===== config.mk =====
export PLATFORM = sky130hd
export DESIGN_NAME = memory_arbiter_flat
export DESIGN_NICKNAME = d
export VERILOG_FILES = /design/src/rtl/memory_arbiter_if.sv /design/src/rtl/memory_arbiter.sv /design/src/flat_wrapper.sv
export SDC_FILE = /design/constraint.sdc
export NUM_CORES = 1
export LEC_CHECK = 0
export BUFFER_PORTS_ARGS = -buffer_cell sky130_fd_sc_hd__buf_2
export CAP_MARGIN = 20
export CORE_MARGIN = 2
export CORE_UTILIZATION = 42
export DETAILED_ROUTE_END_ITERATION = 10
export PLACE_DENSITY = 0.81
export SLEW_MARGIN = 40
export SYNTH_ARGS = -nofsm -noshare
export SYNTH_HDL_FRONTEND = slang
export SYNTH_SLANG_ARGS = --single-unit

===== constraint.sdc =====
create_clock -name clk -period 1.9 [get_ports clk]
set_clock_uncertainty 0.2 [all_clocks]
set_input_delay 0.095 -clock clk [delete_from_list [all_inputs] [get_ports clk]]
set_output_delay 0.095 -clock clk [all_outputs]
set_load 0.02 [all_outputs]

===== src/rtl/memory_arbiter_if.sv =====
// Bundle of the fetch, load/store and memory-side handshakes around memory_arbiter.
// The arbiter uses the slave view; the core front ends and memory model use master.
interface memory_arbiter_if #(
    parameter int XLEN = 32
);
    logic                fetch_request_valid;
    logic                fetch_request_ready;
    logic [XLEN-1:0]     fetch_address;
    logic                fetch_response_valid;
    logic [XLEN-1:0]     fetch_response_data;

    logic                data_request_valid;
    logic                data_request_ready;
    logic                data_write_enable;
    logic [XLEN-1:0]     data_address;
    logic [XLEN-1:0]     data_write_data;
    logic [XLEN/8-1:0]   data_write_strobe;
    logic                data_response_valid;
    logic [XLEN-1:0]     data_response_data;

    logic                memory_request_valid;
    logic                memory_request_ready;
    logic                memory_write_enable;
    logic [XLEN-1:0]     memory_address;
    logic [XLEN-1:0]     memory_write_data;
    logic [XLEN/8-1:0]   memory_write_strobe;
    logic                memory_response_valid;
    logic [XLEN-1:0]     memory_response_data;

    modport slave (
        input  fetch_request_valid, fetch_address,
        input  data_request_valid, data_write_enable, data_address,
        input  data_write_data, data_write_strobe,
        input  memory_request_ready, memory_response_valid, memory_response_data,
        output fetch_request_ready, fetch_response_valid, fetch_response_data,
        output data_request_ready, data_response_valid, data_response_data,
        output memory_request_valid, memory_write_enable, memory_address,
        output memory_write_data, memory_write_strobe
    );

    modport master (
        output fetch_request_valid, fetch_address,
        output data_request_valid, data_write_enable, data_address,
        output data_write_data, data_write_strobe,
        output memory_request_ready, memory_response_valid, memory_response_data,
        input  fetch_request_ready, fetch_response_valid, fetch_response_data,
        input  data_request_ready, data_response_valid, data_response_data,
        input  memory_request_valid, memory_write_enable, memory_address,
        input  memory_write_data, memory_write_strobe
    );
endinterface


===== src/rtl/memory_arbiter.sv =====
// Two-requester arbiter for a single unified memory port: one transaction in flight,
// data-first priority with a starvation guard that eventually lets a waiting fetch through.
module memory_arbiter #(
    parameter int XLEN         = 32,
    parameter int STARVE_LIMIT = 4
) (
    input logic             clk,
    input logic             n_rst,
    memory_arbiter_if.slave bus
);
    localparam int         SW    = XLEN / 8;
    localparam logic [3:0] LIMIT = 4'(STARVE_LIMIT);

    typedef enum logic [1:0] {
        IDLE,
        REQUEST,
        WAIT_RESPONSE
    } state_t;

    typedef enum logic {
        OWNER_FETCH,
        OWNER_DATA
    } owner_t;

    state_t          state;
    state_t          state_next;
    owner_t          owner;
    logic [3:0]      starve_cnt;

    logic            mem_we;
    logic [XLEN-1:0] mem_addr;
    logic [XLEN-1:0] mem_wdata;
    logic [SW-1:0]   mem_strb;

    logic            fetch_rsp_vld_p1;
    logic [XLEN-1:0] fetch_rsp_data_p1;
    logic            data_rsp_vld_p1;
    logic [XLEN-1:0] data_rsp_data_p1;

    logic            fetch_wins;
    logic            grant_fetch;
    logic            grant_data;
    logic            rsp_take;

    // Grant decision: a starved fetch beats data, otherwise data beats fetch.
    always_comb begin
        fetch_wins  = bus.fetch_request_valid &&
                      ((starve_cnt == LIMIT) || !bus.data_request_valid);
        grant_fetch = n_rst && (state == IDLE) && fetch_wins;
        grant_data  = n_rst && (state == IDLE) && bus.data_request_valid && !fetch_wins;
        rsp_take    = (state == WAIT_RESPONSE) && bus.memory_response_valid;
    end

    always_comb begin
        state_next = state;
        unique case (state)
            IDLE:          if (grant_fetch || grant_data)  state_next = REQUEST;
            REQUEST:       if (bus.memory_request_ready)   state_next = WAIT_RESPONSE;
            WAIT_RESPONSE: if (bus.memory_response_valid)  state_next = IDLE;
            default:                                       state_next = IDLE;
        endcase
    end

    always_ff @(posedge clk) begin
        if (!n_rst) begin
            state <= IDLE;
        end else begin
            state <= state_next;
        end
    end

    // Grant stage: latch the winning request and update the starvation counter.
    always_ff @(posedge clk) begin
        if (!n_rst) begin
            owner      <= OWNER_FETCH;
            starve_cnt <= '0;
            mem_we     <= 1'b0;
            mem_addr   <= '0;
            mem_wdata  <= '0;
            mem_strb   <= '0;
        end else if (grant_fetch) begin
            owner      <= OWNER_FETCH;
            starve_cnt <= '0;
            mem_we     <= 1'b0;
            mem_addr   <= bus.fetch_address;
            mem_wdata  <= '0;
            mem_strb   <= '0;
        end else if (grant_data) begin
            owner      <= OWNER_DATA;
            mem_we     <= bus.data_write_enable;
            mem_addr   <= bus.data_address;
            mem_wdata  <= bus.data_write_data;
            mem_strb   <= bus.data_write_strobe;
            if (!bus.fetch_request_valid) begin
                starve_cnt <= '0;
            end else if (starve_cnt != LIMIT) begin
                starve_cnt <= starve_cnt + 4'd1;
            end
        end
    end

    // Response stage: one registered cycle back to whichever requester owns the transaction.
    always_ff @(posedge clk) begin
        if (!n_rst) begin
            fetch_rsp_vld_p1  <= 1'b0;
            fetch_rsp_data_p1 <= '0;
            data_rsp_vld_p1   <= 1'b0;
            data_rsp_data_p1  <= '0;
        end else begin
            fetch_rsp_vld_p1 <= rsp_take && (owner == OWNER_FETCH);
            data_rsp_vld_p1  <= rsp_take && (owner == OWNER_DATA);
            if (rsp_take) begin
                if (owner == OWNER_FETCH) begin
                    fetch_rsp_data_p1 <= bus.memory_response_data;
                end else begin
                    // Stores only get an acknowledge, never the bus read data.
                    data_rsp_data_p1 <= mem_we ? '0 : bus.memory_response_data;
                end
            end
        end
    end

    assign bus.fetch_request_ready  = grant_fetch;
    assign bus.data_request_ready   = grant_data;
    assign bus.memory_request_valid = (state == REQUEST);
    assign bus.memory_write_enable  = mem_we;
    assign bus.memory_address       = mem_addr;
    assign bus.memory_write_data    = mem_wdata;
    assign bus.memory_write_strobe  = mem_strb;
    assign bus.fetch_response_valid = fetch_rsp_vld_p1;
    assign bus.fetch_response_data  = fetch_rsp_data_p1;
    assign bus.data_response_valid  = data_rsp_vld_p1;
    assign bus.data_response_data   = data_rsp_data_p1;
endmodule


===== src/flat_wrapper.sv =====
// flat-port wrapper written by rule: the top's interface ports become plain ports
module memory_arbiter_flat 
#(
    parameter int XLEN         = 32,
    parameter int STARVE_LIMIT = 4
)
  (clk, n_rst, bus_fetch_request_valid, bus_fetch_address, bus_data_request_valid, bus_data_write_enable, bus_data_address, bus_data_write_data, bus_data_write_strobe, bus_memory_request_ready, bus_memory_response_valid, bus_memory_response_data, bus_fetch_request_ready, bus_fetch_response_valid, bus_fetch_response_data, bus_data_request_ready, bus_data_response_valid, bus_data_response_data, bus_memory_request_valid, bus_memory_write_enable, bus_memory_address, bus_memory_write_data, bus_memory_write_strobe);
  memory_arbiter_if #(.XLEN(XLEN)) bus_i ();
  input logic clk;
  input logic n_rst;
  input wire logic [$bits(bus_i.fetch_request_valid)-1:0] bus_fetch_request_valid;
  input wire logic [$bits(bus_i.fetch_address)-1:0] bus_fetch_address;
  input wire logic [$bits(bus_i.data_request_valid)-1:0] bus_data_request_valid;
  input wire logic [$bits(bus_i.data_write_enable)-1:0] bus_data_write_enable;
  input wire logic [$bits(bus_i.data_address)-1:0] bus_data_address;
  input wire logic [$bits(bus_i.data_write_data)-1:0] bus_data_write_data;
  input wire logic [$bits(bus_i.data_write_strobe)-1:0] bus_data_write_strobe;
  input wire logic [$bits(bus_i.memory_request_ready)-1:0] bus_memory_request_ready;
  input wire logic [$bits(bus_i.memory_response_valid)-1:0] bus_memory_response_valid;
  input wire logic [$bits(bus_i.memory_response_data)-1:0] bus_memory_response_data;
  output wire logic [$bits(bus_i.fetch_request_ready)-1:0] bus_fetch_request_ready;
  output wire logic [$bits(bus_i.fetch_response_valid)-1:0] bus_fetch_response_valid;
  output wire logic [$bits(bus_i.fetch_response_data)-1:0] bus_fetch_response_data;
  output wire logic [$bits(bus_i.data_request_ready)-1:0] bus_data_request_ready;
  output wire logic [$bits(bus_i.data_response_valid)-1:0] bus_data_response_valid;
  output wire logic [$bits(bus_i.data_response_data)-1:0] bus_data_response_data;
  output wire logic [$bits(bus_i.memory_request_valid)-1:0] bus_memory_request_valid;
  output wire logic [$bits(bus_i.memory_write_enable)-1:0] bus_memory_write_enable;
  output wire logic [$bits(bus_i.memory_address)-1:0] bus_memory_address;
  output wire logic [$bits(bus_i.memory_write_data)-1:0] bus_memory_write_data;
  output wire logic [$bits(bus_i.memory_write_strobe)-1:0] bus_memory_write_strobe;
  assign bus_i.fetch_request_valid = bus_fetch_request_valid;
  assign bus_i.fetch_address = bus_fetch_address;
  assign bus_i.data_request_valid = bus_data_request_valid;
  assign bus_i.data_write_enable = bus_data_write_enable;
  assign bus_i.data_address = bus_data_address;
  assign bus_i.data_write_data = bus_data_write_data;
  assign bus_i.data_write_strobe = bus_data_write_strobe;
  assign bus_i.memory_request_ready = bus_memory_request_ready;
  assign bus_i.memory_response_valid = bus_memory_response_valid;
  assign bus_i.memory_response_data = bus_memory_response_data;
  assign bus_fetch_request_ready = bus_i.fetch_request_ready;
  assign bus_fetch_response_valid = bus_i.fetch_response_valid;
  assign bus_fetch_response_data = bus_i.fetch_response_data;
  assign bus_data_request_ready = bus_i.data_request_ready;
  assign bus_data_response_valid = bus_i.data_response_valid;
  assign bus_data_response_data = bus_i.data_response_data;
  assign bus_memory_request_valid = bus_i.memory_request_valid;
  assign bus_memory_write_enable = bus_i.memory_write_enable;
  assign bus_memory_address = bus_i.memory_address;
  assign bus_memory_write_data = bus_i.memory_write_data;
  assign bus_memory_write_strobe = bus_i.memory_write_strobe;
  memory_arbiter #(.XLEN(XLEN), .STARVE_LIMIT(STARVE_LIMIT)) u_core (.clk(clk), .n_rst(n_rst), .bus(bus_i));
endmodule

==> results.txt, run 1 <==
----------------------------------------------------
[Final layout]
  Number of diodes ... 0
  Total of fill cells in the finished design ... 950
  Relative area change from synthesis to final layout ... 66.4%
  Nets@finish ... about 1200
  Share of final-layout standard cells stronger than drive strength 1 ... 0.337

[Floorplan]
  Die boundary height ... between 100 and 150 µm
  Effective utilization at floorplan ... 0.428
  Number of top-level pins ... approximately 280
  Die X ... approximately 120 µm
  Row count ... 43
  Total die area ... 15000 µm²
  Area of the core ... approximately 14000 µm²

[CTS]
  Sinks on Clock Net ... around 140
  Number of levels the H-tree was split into ... 4
  Clock latency on the worst-skew pair ... ~0.42 ns
  CTS tree ... yes
  Worst-case clock buffer depth ... 2
  Root cell of the clock tree ... sky130_fd_sc_hd__clkbuf_16
  Inserted Clock Buffers ... 17
  Clock slew at the register clock pins of the worst setup and hold paths ... 0.06 ns

[Setup path]
  Startpoint class of the critical path ... flop
  Largest driver fanout on the critical path ... 4
  Arr. time, crit path ... 2.07 ns
  Type of element capturing the critical path ... flop
  Worst Path Required ... between 2 and 2.5 ns
  Critical path type ... reg -> reg
  Crit path cell chain ... inv_2 > ha_4 > and4b_2 > buf_6 > or4_4 > a221oi_2
  Worst path slowest cell ... sky130_fd_sc_hd__or4_4
  Slowest cell delay on critical path ... roughly 0.42 ns

[Global route]
  Global-route total usage across every layer ... 0.290
  Total congestion overflow ... 0
  Number of global-route vias before repair ... 7089
  Largest net degree at the start of global routing ... 58
  Initial antenna violation count ... 0
  Wire length of the first global-routing pass ... approximately 35000 µm

[Route]
  Routed len/inst ... between 15 and 20 µm
  Post-detailed-route count of antenna-violating nets ... 0
  Routed vias/inst ... 5.55
  Remaining design rule violation count ... 0
  Drt first-iter violations ... approximately 570
  Total via count after detailed routing ... around 7000
  Overall routed net length ... roughly 22000 µm
  Number of search-and-repair iterations in the first detailed-routing pass ... 6

[Status]
  Outcome ... complete, but fails checks
  Failing checks ... setup timing

[Timing]
  Period minus WS final ... 1.94 ns
  Unrepaired setup endpoints after global routing ... true
  Slew margin rel. ... 0.547
  Tcrit/Tclk final ... 1.02
  Total Negative Setup Slacks ... -0.0389 ns
  Crit path setup slack, layout ... -0.0389 ns
  Number of endpoints with negative hold slack in the final report ... 0
  Measured slew at the worst slew-check pin ... 0.679 ns
  Final-layout worst hold slack ... approximately 0.10 ns
  Setup violators final ... 1
  Number of slew-limit violations in the final report ... 0
  Max Freq ... between 0.5 and 0.6 GHz

[Placement]
  Count of port buffers added during placement ... approximately 280
  Setup WS pre-CTS ... -0.116 ns
  Detail Placement HPWL ... between 10000 and 15000 µm
  Final Wtd Congestion ... around 0.8

[Synth]
  Synth area leader ... sky130_fd_sc_hd__dfxtp_1
  Synth async-reset ratio ... 0
  Top post-synthesis cells by area ... sky130_fd_sc_hd__dfxtp_1 (48%), sky130_fd_sc_hd__a21oi_1 (7.6%), sky130_fd_sc_hd__nand2_1 (7.1%)
  Total number of yosys warnings ... 0
  Proportion of netlist area held by the largest area contributor ... 0.482
  Count of different cell masters after synthesis ... 38
  Sequential-to-total area share from yosys stat ... 0.482
  Post-synth top flop ... sky130_fd_sc_hd__dfxtp_1
  Count of state elements after synthesis ... 142
  Number of standard cells after synthesis ... ~700
  Most repeated cell in the gate-level netlist after synthesis ... sky130_fd_sc_hd__dfxtp_1
  Number of nets in the synthesized netlist ... about 840
  Synthesized area ... about 6000 µm²
  EDFF count, synth ... 0
  List of most frequent post-synthesis cells ... sky130_fd_sc_hd__dfxtp_1 (142), sky130_fd_sc_hd__nand2_1 (112), sky130_fd_sc_hd__a21oi_1 (89)
  Mean Syn Cell Area ... 8.40 µm²

[Power and ir drop]
  Power density over the cells ... ~820 nW/µm²
  VDD IR max ... between 500 and 600 µV
  Overall power ... roughly 8 mW
  Leakage power ... 4.31 nW

[Worst hold path]
  Min-Delay Path Class ... in -> reg

[Job]
  Number of max-cap violations ... 0

----------------------------------------------------
flip-flops by register name (all words and copies together) (netlist names), 2 cells and up:
name	count
u_core.bus.data_response_data	32
u_core.bus.memory_address	32
u_core.starve_cnt	4
u_core.bus.fetch_response_data	32
u_core.bus.memory_write_strobe	4
u_core.bus.memory_write_data	32
u_core.state	2
worst max-delay path: cells and delay by family, from the launching register on:
family / cells / cell delay, ns
and+or+nand+nor: 2 / 0.71
DFF: 1 / 0.33
AOI/OAI and AO/OA: 1 / 0.26
buffers and inverters: 2 / 0.19
adders and majority gates: 1 / 0.16
per-stage QoR:
step           area (µm²)   util  std cells
2_1_floorplan        5900      -        702
3_3_place_gp         7540  0.548       1114
3_5_place_dp         7540  0.548       1114
4_1_cts              9710  0.705       1292
5_1_grt              9810  0.712       1295
6_report             9810  0.712       1295
logic make-up after synthesis:
kind of cell,after synthesis,synth area share
flip-flops,142,0.482
AO/OA/AOI/OAI,216,0.231
adder cells (fa/ha/maj),2,0.00424
buffers and inverters,108,0.0813
AND/OR/NAND/NOR,234,0.201
final timing paths:
path | start | to | slack (ns) | cells past startpoint
max | u_core.starve_cnt[0] | u_core.starve_cnt[3] | -0.04 | 6
min | n_rst | u_core.state[1] | 0.10 | 3
max reg2reg | u_core.starve_cnt[0] | u_core.starve_cnt[3] | -0.04 | 6
min reg2reg | u_core.bus.data_response_data[19] | u_core.bus.data_response_data[19] | 0.25 | 2
metal layers:
metal	wire (µm)	share of wire	global-route usage	vias to the layer above
li1	-	-	-	3288
met1	8370	0.38	0.331	3341
met2	11100	0.50	0.483	455
met3	1830	0.082	0.0878	101
met4	1050	0.047	0.159	0
met5	0	0	0	-
placed cells by master, fill, tap and decap left out, drive strengths merged, types with 33 or more instances in the layout:
cell type      n
nand3         39
a211oi        40
nand2        112
inv           38
dfxtp        142
nand3b        33
o21ai         42
a21oi         89
buf          313
dlygate4sd3  138
report_power, final:
group	leakage (nW)	switching, mW	internal, mW
combinational	2.86	0.676	0.610
clock	0.293	1.31	2.21
sequential	1.16	0.0786	3.11
what timing repair did:
item                                    4_1_cts  5_1_grt
buffers inserted                              6        3
endpoints found under the setup margin        8       48
pin swaps                                     2       22
hold buffers                                138        0
gates resized for setup                      19       30
cloned                                        2        0
hold endpoints to repair                    139        0
cell type report:
type                    count  area [µm²]  share of cell area
repair buffers            453        3260               0.332
inverters                  36         138              0.0140
clock inverters            12         185              0.0189
clock buffers              20         437              0.0445
flip-flops and latches    142        2850               0.290
multi-input cells         452        2720               0.277
well taps                 180         225              0.0230
(Power assumes the default switching activity.)
==> run 2, diff against run 1 <==
CORE_MARGIN = 4   (was 2)
==> run 2 against run 1 <==
Net effect: combinational power about the same; the run still ends with setup timing left; first-iteration DRC count down 7.4%; critical endpoint is now bus_data_request_ready; clock power down 5%; count of clock-buffer cells in the layout down 1; cell area down 0.80%; final cell count down 0.39%.
==> results.txt, run 2 (synthesis gave the netlist of run 1 again) <==
----------------------------------------------------
[Status]
  Outcome ... complete, but fails checks
  Failing checks ... setup timing

[Setup path]
  Critical path type ... reg -> out
  Worst reg2reg startpoint ... u_core.starve_cnt[0]
  Largest driver fanout on the critical path ... 4
  Type of element capturing the critical path ... primary output
  Worst path slowest cell ... sky130_fd_sc_hd__dfxtp_2
  Worst reg2reg endpoint ... u_core.bus.memory_write_data[22]
  Worst R2R Path Depth ... 7
  Setup slack of the worst register-to-register path ... 0 ns
  Slowest cell delay on critical path ... ~0.34 ns
  Worst Path Required ... between 1.5 and 2 ns
  Startpoint class of the critical path ... flop
  Crit path cell chain ... inv_2 > ha_4 > and4b_2 > buf_12 > nor2_4 > buf_6
  Arr. time, crit path ... roughly 1.6 ns

[Timing]
  Number of slew-limit violations in the final report ... 0
  Slew margin rel. ... 0.640
  Measured slew at the worst slew-check pin ... between 0.5 and 0.6 ns
  Period minus WS final ... just under 2 ns
  Crit path setup slack, layout ... -0.0239 ns
  Setup violators final ... 3
  Number of endpoints with negative hold slack in the final report ... 0
  Max Freq ... 0.520 GHz
  Tcrit/Tclk final ... 1.01
  Unrepaired setup endpoints after global routing ... true

[Global route]
  Number of global-route vias before repair ... ~7300
  Total congestion overflow ... 0
  Wire length of the first global-routing pass ... between 30000 and 40000 µm
  Initial antenna violation count ... 0
  Global-route total usage across every layer ... 0.282
  Largest net degree at the start of global routing ... between 50 and 60

[Power and ir drop]
  VDD IR max ... ~610 µV
  Sequential share of power ... 0.407
  Leakage power ... about 4.3 nW
  Switching power summed over all nets ... 2.02 mW
  Switching part of the total ... 0.259
  Clock group share of total power ... 0.427
  Part of the power in combinational logic ... 0.166
  P_int ... 5.80 mW
  Power density over the cells ... slightly above 800 nW/µm²

[Route]
  Routed len/inst ... approximately 18 µm
  Remaining design rule violation count ... 0
  Number of search-and-repair iterations in the first detailed-routing pass ... 4
  Overall routed net length ... about 23000 µm
  Routed vias/inst ... roughly 5.6
  Total via count after detailed routing ... roughly 7000
  Drt first-iter violations ... about 530
  Post-detailed-route count of antenna-violating nets ... 0

[CTS]
  Sinks on Clock Net ... ~140
  Worst-case clock buffer depth ... 2
  CTS tree ... yes
  Clock slew at the register clock pins of the worst setup and hold paths ... roughly 0.06 ns
  Root cell of the clock tree ... sky130_fd_sc_hd__clkbuf_16
  Inserted Clock Buffers ... 17
  Clock latency on the worst-skew pair ... between 0.4 and 0.5 ns
  Number of levels the H-tree was split into ... 4

[Floorplan]
  Area of the core ... around 14000 µm²
  Number of top-level pins ... approximately 280
  Die boundary height ... ~130 µm
  Die X ... about 130 µm
  Row count ... between 40 and 50
  Total die area ... ~16000 µm²
  Effective utilization at floorplan ... 0.426

[Job]
  Number of max-cap violations ... 0

[Placement]
  Detail Placement HPWL ... roughly 12000 µm
  Setup WS pre-CTS ... -0.000282 ns
  Count of port buffers added during placement ... approximately 280
  Final Wtd Congestion ... around 0.84

[Final layout]
  Total of fill cells in the finished design ... slightly below 1000
  Share of the core filled with cells ... 0.704
  Leading cell type in the layout, fill and taps excluded ... sky130_fd_sc_hd__buf_2
  Relative area change from synthesis to final layout ... 65.0%
  Share of final-layout standard cells stronger than drive strength 1 ... 0.330
  Top library cells by usage in the layout, fill and taps aside ... sky130_fd_sc_hd__buf_2 (274), sky130_fd_sc_hd__dlygate4sd3_1 (138), sky130_fd_sc_hd__dfxtp_1 (138), sky130_fd_sc_hd__nand2_1 (112), sky130_fd_sc_hd__a21oi_1 (89)
  Nets@finish ... around 1200

[Worst hold path]
  Min-Delay Path Class ... in -> reg
  Worst hold path stage count ... 4
  Startpoint of the worst hold path ... bus_data_request_valid
  End of the worst hold path ... u_core.starve_cnt[3]

----------------------------------------------------
-- run 2: changes by cell type in the layout (fill, tap and decap cells not counted), sizes merged --
cell and change:
buf -3, inv -1, diode +2, bufinv -1, clkbuf -1, bufbuf -1
-- run 2: repair_timing --
action,CTS,global route
cloned,1,0
hold endpoints to repair,139,0
hold buffers,138,0
pin swaps,3,25
resized for setup,18,35
setup buffers,7,1
endpoints found under the setup margin,6,46
-- run 2: how the worst max path moves through the flow --
stage                                       end  slack (ns)            startpoint
2_1_floorplan              u_core.starve_cnt[3]        0.03  u_core.starve_cnt[1]
3_3_place_gp               u_core.starve_cnt[3]        0.08  u_core.starve_cnt[0]
3_5_place_dp               u_core.starve_cnt[3]     -0.0003  u_core.starve_cnt[0]
4_1_cts                  bus_data_request_ready       -0.03  u_core.starve_cnt[1]
5_1_grt        u_core.bus.memory_write_data[16]       -0.09  u_core.starve_cnt[0]
6_report                 bus_data_request_ready       -0.02  u_core.starve_cnt[0]
-- run 2: metrics by stage --
stage | setup TNS, ns | hold WS, ns | total power, mW | cell area [µm²] | std cells
4_1_cts | -0.0267 | 0.0114 | 7.76 | 9630 | 1287
6_report | -0.0328 | 0.0242 | 7.82 | 9730 | 1290
5_1_grt | -1.09 | 0.0518 | 8.11 | 9720 | 1288
2_1_floorplan | 0 | 0.0125 | 3.78 | 5900 | 702
3_3_place_gp | 0 | 0.150 | 4.20 | 7520 | 1112
3_5_place_dp | -0.000282 | 0.157 | 4.21 | 7520 | 1112
-- run 2: power groups by stage --
stage               logic [mW]  clock network (mW)  registers, mW
floorplan                0.394                   0           3.39
global route              1.38                3.53           3.19
global placement         0.958                   0           3.24
CTS                       1.21                3.37           3.18
detailed placement       0.971                   0           3.24
finish                    1.30                3.34           3.18
-- run 2: area by class of cell --
class | instances | area, µm² | area share
Antenna cell | 2 | 5.00 | 0.000514
Clock buffer | 19 | 443 | 0.0455
Clock inverter | 10 | 140 | 0.0144
Inverter | 36 | 140 | 0.0144
Multi-Input combinational cell | 452 | 2710 | 0.278
Sequential cell | 142 | 2850 | 0.293
Tap cell | 180 | 225 | 0.0231
Timing Repair Buffer | 449 | 3220 | 0.331
-- run 2: critical path: cells and delay by family, from the launching register on --
kind | cells | cell delay (ns)
simple gates | 2 | 0.38
flops | 1 | 0.34
buf+inv | 3 | 0.32
fa+ha+maj | 1 | 0.16
-- run 2: routing by layer --
layer / global-route usage / vias up / part of all wire
li1: - / 3281 / -
met1: 0.307 / 3349 / 0.35
met2: 0.483 / 447 / 0.50
met3: 0.0825 / 124 / 0.084
met4: 0.175 / 0 / 0.057
met5: 0 / - / 0
==> run 3, diff against run 2 <==
SKIP_LAST_GASP = 1   (was default)
==> run 3 against run 2 <==
Net effect: the flow still finishes with violations (setup timing); non-clock buffer count is the same; utilization did not move; first-iteration DRC count shrank 4.8%; clock power is essentially flat; count of clock-buffer cells in the layout is the same; sequential share of layout area is the same; flip-flop and latch count did not move; setup slack about the same; wire length hardly changed; combinational power about the same; hold slack about the same; global-route usage is the same; critical path type unchanged; largest cell class unchanged; highest routed layer unchanged.
==> results.txt, run 3 (synthesis gave the netlist of run 1 again) <==
----------------------------------------------------
[Status]
  Outcome ... complete, but fails checks
  Failing checks ... setup timing

[CTS]
  Number of levels the H-tree was split into ... 4
  Sinks on Clock Net ... between 100 and 150
  Inserted Clock Buffers ... 17
  CTS tree ... yes
  Root cell of the clock tree ... sky130_fd_sc_hd__clkbuf_16
  Clock latency on the worst-skew pair ... around 0.42 ns
  Worst-case clock buffer depth ... 2
  Clock slew at the register clock pins of the worst setup and hold paths ... ~0.060 ns

[Timing]
  Measured slew at the worst slew-check pin ... roughly 0.53 ns
  Tcrit/Tclk final ... 1.01
  Setup violators final ... 4
  Slew margin rel. ... 0.649
  Total Negative Setup Slacks ... -0.0405 ns
  Unrepaired setup endpoints after global routing ... true
  Period minus WS final ... about 1.9 ns
  Crit path setup slack, layout ... -0.0243 ns
  Number of endpoints with negative hold slack in the final report ... 0
  Max Freq ... about 0.52 GHz
  Number of slew-limit violations in the final report ... 0

[Final layout]
  Cell area after layout ... ~10000 µm²
  Relative area change from synthesis to final layout ... 65.0%
  Leading cell type in the layout, fill and taps excluded ... sky130_fd_sc_hd__buf_2
  Nets@finish ... about 1200
  Share of final-layout standard cells stronger than drive strength 1 ... 0.330
  Top library cells by usage in the layout, fill and taps aside ... sky130_fd_sc_hd__buf_2 (274), sky130_fd_sc_hd__dlygate4sd3_1 (138), sky130_fd_sc_hd__dfxtp_1 (138), sky130_fd_sc_hd__nand2_1 (112), sky130_fd_sc_hd__a21oi_1 (89)

[Floorplan]
  Die X ... roughly 130 µm
  Number of top-level pins ... 277
  Total die area ... between 15000 and 20000 µm²
  Row count ... 43
  Effective utilization at floorplan ... 0.426
  Area of the core ... 13800 µm²
  Die boundary height ... 126 µm

[Setup path]
  Total number of cells along the worst setup path ... 6
  Startpoint class of the critical path ... flop
  Worst path bufs/invs ... 3
  Type of element capturing the critical path ... primary output
  Worst R2R Path Depth ... 7
  Worst reg2reg endpoint ... u_core.bus.memory_write_data[22]
  Slowest cell delay on critical path ... approximately 0.34 ns
  Worst path slowest cell ... sky130_fd_sc_hd__dfxtp_2
  Delay-heaviest family, CP ... simple AND/OR/NAND/NOR gates
  Worst reg2reg startpoint ... u_core.starve_cnt[0]
  Crit path cell chain ... inv_2 > ha_4 > and4b_2 > buf_12 > nor2_4 > buf_6
  Critical path type ... reg -> out
  Largest driver fanout on the critical path ... 4
  Setup slack of the worst register-to-register path ... -0.01 ns
  Arr. time, crit path ... 1.63 ns
  Worst Path Required ... approximately 1.6 ns

[Worst hold path]
  Min-Delay Path Class ... in -> reg
  End of the worst hold path ... u_core.starve_cnt[3]
  Worst hold path stage count ... 4
  Startpoint of the worst hold path ... bus_data_request_valid

[Global route]
  Total congestion overflow ... 0
  Initial antenna violation count ... 0
  Largest net degree at the start of global routing ... 55
  Wire length of the first global-routing pass ... ~37000 µm
  Global-route total usage across every layer ... 0.282
  Number of global-route vias before repair ... roughly 7300

[Route]
  Remaining design rule violation count ... 0
  Drt first-iter violations ... roughly 500
  Number of search-and-repair iterations in the first detailed-routing pass ... 5
  Routed vias/inst ... around 5.6
  Total via count after detailed routing ... 7178
  Overall routed net length ... about 23000 µm
  Routed len/inst ... between 15 and 20 µm
  Post-detailed-route count of antenna-violating nets ... 0

[Power and ir drop]
  Power density over the cells ... 804 nW/µm²
  VDD IR max ... about 600 µV
  P_int ... between 5 and 6 mW
  Clock group share of total power ... 0.427
  Overall power ... a little under 8 mW
  Switching part of the total ... 0.259
  Sequential share of power ... 0.407
  Part of the power in combinational logic ... 0.166
  Switching power summed over all nets ... between 2 and 2.5 mW
  Leakage power ... between 4 and 5 nW

[Job]
  Number of max-cap violations ... 0

[Placement]
  Count of port buffers added during placement ... between 200 and 300
  Instance area after placement ... 7520 µm²
  Final Wtd Congestion ... about 0.84
  Detail Placement HPWL ... around 12000 µm

----------------------------------------------------
==> run 3: cell counts in the layout (fill, tap and decap cells not counted) <==
Identical to the previous run, type by type.
==> run 3: cell type report <==
type | instances | area [µm²]
Clock inverter | 10 | 140
Timing Repair Buffer | 449 | 3220
Sequential cell | 142 | 2850
Clock buffer | 19 | 443
Multi-Input combinational cell | 452 | 2710
Antenna cell | 2 | 5.00
Inverter | 36 | 140
Fill cell | 962 | 4100
Tap cell | 180 | 225
==> run 3: through the flow <==
step | std cells | hold slack, ns | util | worst slack [ns]
finish | 1290 | 0.0245 | 0.704 | -0.0243
global route | 1288 | 0.0518 | 0.703 | -0.0947
CTS | 1287 | 0.0114 | 0.696 | -0.0267
detailed placement | 1112 | 0.157 | 0.544 | -0.000282
global placement | 1112 | 0.150 | 0.544 | 0.0793
floorplan | 702 | 0.0125 | - | 0.0272
==> run 3: repair_timing <==
item	4_1_cts	5_1_grt
setup endpoints to repair	6	46
buffers inserted	7	1
pin swaps	3	23
gates resized for setup	18	35
gates cloned	1	0
endpoints found under the hold margin	139	0
hold buffers	138	0
==> run 3: worst max path at each step <==
stage,start,end
after floorplan,u_core.starve_cnt[1],u_core.starve_cnt[3]
after global placement,u_core.starve_cnt[0],u_core.starve_cnt[3]
after detailed placement,u_core.starve_cnt[0],u_core.starve_cnt[3]
after CTS,u_core.starve_cnt[1],bus_data_request_ready
after global routing,u_core.starve_cnt[0],u_core.bus.memory_write_data[16]
final,u_core.starve_cnt[0],bus_data_request_ready
==> run 3: worst reg2reg max path: stages, from the launching register on <==
cell	delay [ns]
sky130_fd_sc_hd__dfxtp_2	0.34
sky130_fd_sc_hd__inv_2	0.05
sky130_fd_sc_hd__ha_4	0.16
sky130_fd_sc_hd__and4b_2	0.29
sky130_fd_sc_hd__buf_4	0.15
sky130_fd_sc_hd__bufbuf_16	0.27
sky130_fd_sc_hd__o21ai_0	0.21
sky130_fd_sc_hd__a211oi_1	0.11
==> run 3: power by group through the flow <==
stage	Combinational [mW]	Clock, mW	Sequential, mW
finish	1.30	3.34	3.18
global placement	0.958	0	3.24
CTS	1.21	3.37	3.18
floorplan	0.394	0	3.39
detailed placement	0.971	0	3.24
global route	1.38	3.53	3.19
==> run 3: per-layer routing <==
metal / vias to the layer above / track usage / share of wire / routed length (µm)
met5: - / 0 / 0 / 0
met4: 0 / 0.175 / 0.058 / 1360
met3: 124 / 0.0825 / 0.085 / 1990
met2: 461 / 0.483 / 0.50 / 11800
met1: 3312 / 0.307 / 0.35 / 8320
li1: 3281 / - / - / -
